File: config.mk
export PLATFORM = sky130hd
export DESIGN_NAME = pulse_stretcher
export DESIGN_NICKNAME = d
export VERILOG_FILES = /design/src/rtl/pulse_stretcher.sv
export SDC_FILE = /design/constraint.sdc
export NUM_CORES = 1
export LEC_CHECK = 0
export CORE_MARGIN = 1.5
export CORE_UTILIZATION = 45
export DETAILED_ROUTE_END_ITERATION = 10
export GPL_TIMING_DRIVEN = 0
export MAX_ROUTING_LAYER = met4
export PLACE_DENSITY = 0.7
export SLEW_MARGIN = 20
export SYNTH_ARGS = -nofsm -noshare
export SYNTH_HDL_FRONTEND = slang
export SYNTH_SLANG_ARGS = --single-unit
File: constraint.sdc
create_clock -name clk -period 2.35 [get_ports clk]
set_clock_uncertainty 0.15 [all_clocks]
set_input_delay 0.47 -clock clk [delete_from_list [all_inputs] [get_ports clk]]
set_output_delay 0.47 -clock clk [all_outputs]
set_load 0.05 [all_outputs]
File: src/rtl/pulse_stretcher.sv
`default_nettype none
// +----------------------------------------------------------------------+
// | pulse_stretcher : stretches requests into active-low windows + gap.   |
// | Optional queueing via PULSE_STRETCH_QUEUE_EN.          Rev 1.0        |
// +----------------------------------------------------------------------+
module pulse_stretcher #(
   parameter int ACTIVE_LEN = 8,
   parameter int GAP_LEN    = 4,
   parameter int PEND_DEPTH = 3
) (
   input  logic       clk,
   input  logic       rst,
   input  logic       singlePulse,
   input  logic       clrOvf,
   output logic       longPulse,
   output logic       busy,
   output logic [1:0] pendCount,
   output logic       overflow
);

   localparam int CNT_MAX = (ACTIVE_LEN > GAP_LEN) ? ACTIVE_LEN : GAP_LEN;
   localparam int CNT_W   = (CNT_MAX > 1) ? $clog2(CNT_MAX) : 1;

   localparam logic [CNT_W-1:0] c_act_load = CNT_W'(ACTIVE_LEN - 1);
   localparam logic [CNT_W-1:0] c_gap_load = CNT_W'(GAP_LEN - 1);
   localparam logic [CNT_W-1:0] c_cnt_one  = CNT_W'(1);
   localparam logic [1:0]       c_pend_cap = 2'(PEND_DEPTH);

   if (ACTIVE_LEN < 1 || GAP_LEN < 1 || PEND_DEPTH < 1 || PEND_DEPTH > 3) begin : g_bad_params
      $error("pulse_stretcher: parameter out of legal range");
   end

   typedef enum logic [1:0] {
      S_IDLE   = 2'd0,
      S_ACTIVE = 2'd1,
      S_GAP    = 2'd2
   } state_t;

   state_t           r_state;
   logic [CNT_W-1:0] r_cnt;

   logic w_last_gap;
   logic w_enq;
   logic w_accept;
   logic w_drop;
   logic w_dequeue;
   logic w_full;

   // The final GAP cycle is handled as a hand-off point, not as a queue slot.
   assign w_last_gap = (r_state == S_GAP) && (r_cnt == '0);
   assign w_enq      = singlePulse && (r_state != S_IDLE) && !w_last_gap;
   assign w_full     = (pendCount >= c_pend_cap);

`ifdef PULSE_STRETCH_QUEUE_EN
   assign w_accept   = w_enq && !w_full;
`else
   assign w_accept   = 1'b0 & w_full;
`endif

   assign w_drop     = w_enq && !w_accept;
   assign w_dequeue  = w_last_gap && (pendCount != 2'd0) && !singlePulse;

   always_ff @(posedge clk or negedge rst) begin
      if (!rst) begin
         r_state   <= S_IDLE;
         r_cnt     <= '0;
         longPulse <= 1'b1;
         busy      <= 1'b0;
         pendCount <= 2'd0;
         overflow  <= 1'b0;
      end else begin
         // A drop in the same cycle as a clear leaves the flag set.
         if (w_drop) begin
            overflow <= 1'b1;
         end else if (clrOvf) begin
            overflow <= 1'b0;
         end

         if (w_accept) begin
            pendCount <= pendCount + 2'd1;
         end else if (w_dequeue) begin
            pendCount <= pendCount - 2'd1;
         end

         case (r_state)
            S_IDLE: begin
               if (singlePulse) begin
                  r_state   <= S_ACTIVE;
                  r_cnt     <= c_act_load;
                  longPulse <= 1'b0;
                  busy      <= 1'b1;
               end
            end
            S_ACTIVE: begin
               if (r_cnt == '0) begin
                  r_state   <= S_GAP;
                  r_cnt     <= c_gap_load;
                  longPulse <= 1'b1;
               end else begin
                  r_cnt <= r_cnt - c_cnt_one;
               end
            end
            S_GAP: begin
               if (r_cnt != '0) begin
                  r_cnt <= r_cnt - c_cnt_one;
               end else if ((pendCount != 2'd0) || singlePulse) begin
                  r_state   <= S_ACTIVE;
                  r_cnt     <= c_act_load;
                  longPulse <= 1'b0;
               end else begin
                  r_state <= S_IDLE;
                  busy    <= 1'b0;
               end
            end
            default: begin
               r_state   <= S_IDLE;
               r_cnt     <= '0;
               longPulse <= 1'b1;
               busy      <= 1'b0;
            end
         endcase
      end
   end

endmodule
`default_nettype wire

==> flow_summary.yaml <==
outcome:
  outcome: "finished clean"
power_and_ir_drop:
  power.density_mw_per_mm2: 1220
  p_leak_nw: 0.291
  switchingPower_mw: 0.395
  power_mw: 0.885
  p_clk_share_pct: 15.3
  seqPwrFrac_pct: 33.3
  intPower_mw: 0.490
  swShare_pct: 44.7
  peakVddDrop_mv: 0.550
  pwr-share-comb_pct: 51.4
setup_path:
  path_max_fanout: 3
  reg2reg_depth: 7
  critical_path_class: "flop to primary output"
  start_kind: "flop"
  critPathBufInv: 1
  critical_path_required_ps: 1730
  crit_arrival_ps: 1620
  path_cells: "clkdlybuf4s50_1"
  worstSetupEndpointType: "primary output"
  slowest_delay_ps: 800
  crit_slowest_cell: "clkdlybuf4s50_1"
  cp_top_family: "buffers and inverters"
  crit_cells: 1
clock_tree:
  ctsHoldBuffers: 0
  cts.clk_slew.worst_paths_ps: 80
  cts_made_buffers: 3
  clockBufferDepth: 2
  cts.sinks: 10
  clkLatencyLatePin_ps: 290
  root_buffer: "clkbuf_4"
  htree_levels: 1
  cts_resized: 0
  tritoncts: "built"
  post_cts_buffers: 0
timing:
  fmax_mhz: 446
  tns_ps: 0
  worstMarginPinSlew_ps: 506
  rsz0062_at_grt: "no"
  fin_crit_ps: 2240
  hold_viol: 0
  final-max-slew-violation-count: 0
  max_slew_margin_pct: 66.1
  setup_viol: 0
  period_share_pct: 95.5
synthesis:
  syn_inst: 66
  synth-seq-cells: 10
  synth_nets: 73
  yosysWarnings: 0
  ys_seq_area_share_pct: 42.0
  synth_top_area_share_pct: 37.6
  synth_area_leader_cell: "dfrtp_1"
  avgSynthCellArea_um2: 9.08
  syn_area_um2: 599
  synth_area_leaders: "dfrtp_1 (38%), ha_1 (6.3%), o21ai_0 (5.8%), dfstp_2 (4.4%), inv_1 (4.4%)"
  ys_types: 27
floorplanning:
  start_util_pct: 51.2
  core_area_mm2: 0.00117
  dieWidth_um: 39.5
  die_y_um: 39.5
  die_area_mm2: 0.00156
  io_pins: 9
  num_rows: 12
placed_design:
  io_buffers: 8
  dp_cells: 88
  globalplace.congestion: 0.828
  hpwl_um: 878
run:
  cap_violations: 0
detailed_routing:
  drtIter0Drc: 12
  top_layer: "met4"
  post_drt_via_cell_ratio: 5.64
  wirelength_met1_um: 594
  wl_met3_um: 63
  avgRoutedWirePerCell_um: 13.8
  route.detailed.drc: 0
  met2RoutedLength_um: 581
  dr.pass1.iters: 4
  drt_wl_total_mm: 1.27
  ant_nets: 0
  dr_total_vias: 519
final_layout:
  final_cell_mix: "dfrtp_1 (9), clkdlybuf4s50_1 (8), inv_1 (7), o21ai_0 (7)"
  postLayoutCoreUtil_pct: 61.8
  nNetsFinal: 86
  antenna_cells: 0
  final_common_cell: "dfrtp_1"
  syn2layout_area_growth_pct: 20.7
  drive_above_1_share_pct: 10.3
  instances_no_fill: 92
  regArea_um2: 251
  fillCellCount: 101
  multi_input_area_um2: 298
grt:
  grt_pass1_vias: 429
  grt_max_degree: 11
  antenna_found_initial: 0
  grt_pass1_wl_mm: 1.95
  grt_usage_pct: 20.3
  gr-total-overflow: 0
min_path:
  worstHoldPathType: "primary input to async pin"
-- Yosys cell counts (all sizes together) --
cell,instances
nand3,2
o211ai,2
nand2,6
buf,2
ha,3
xnor2,1
a2111oi,2
inv,7
nor2,3
o311a,1
dfrtp,9
nand2b,2
nor3b,1
dfstp,1
nor2b,2
clkbuf,2
a31oi,1
o2bb2ai,1
o31ai,1
a21boi,1
a221oi,2
a21oi,5
o21ai,9
-- through the flow --
step	hold slack [ps]	instance area, um^2	setup slack (ps)
after floorplan	24.4	599	624
after global placement	333	697	404
after detailed placement	347	697	374
after CTS	360	723	109
after global routing	402	723	73.2
final	343	723	107
-- final timing paths --
check | endpoint | slack [ps] | from
worst max-delay path | longPulse | 110 | longPulse
worst min-delay path | overflow | 340 | rst
worst max register to register | r_cnt[2] | 490 | r_cnt[0]
worst min register to register | pendCount[0] | 350 | pendCount[0]
max in group asynchronous | longPulse | 1360 | rst
min in group clk | pendCount[0] | 350 | pendCount[0]
-- power by group through the flow --
stage | sequential (mW) | clock, mW | combinational (mW)
after floorplan | 0.349 | 0 | 0.282
after global placement | 0.290 | 0 | 0.439
after detailed placement | 0.295 | 0 | 0.448
after CTS | 0.293 | 0.132 | 0.455
after global routing | 0.302 | 0.140 | 0.503
final | 0.295 | 0.136 | 0.455
-- cells by family (layout without fill, tap and decap cells) --
group	after synthesis	after routing	share of synthesized area (%)
buffers and inverters	11	23	8.35
and+or+nand+nor	16	16	14.0
DFF	10	10	42.0
adders and majority gates	3	3	6.26
xor gates and xnor gates	1	1	1.46
AOI/OAI and AO/OA	25	25	28.0
-- registers in the layout, indices dropped and copies added (netlist names) --
name       cells
r_state        2
busy           1
overflow       1
r_cnt          3
longPulse      1
pendCount      2
-- final cells by class --
cell class	count	area share, %
Inverter	7	3.63
Timing Repair Buffer	8	11.1
Tap cell	14	2.42
Clock buffer	4	3.63
Sequential cell	10	34.8
Multi-Input combinational cell	45	41.2
Buffer	4	3.29
-- metal layers --
layer / up-vias / GRT usage, %
li1: 259 / -
met1: 242 / 24.5
met2: 15 / 31.1
met3: 3 / 5.11
met4: 0 / 10.3
met5: - / -
(Power assumes the default switching activity.)
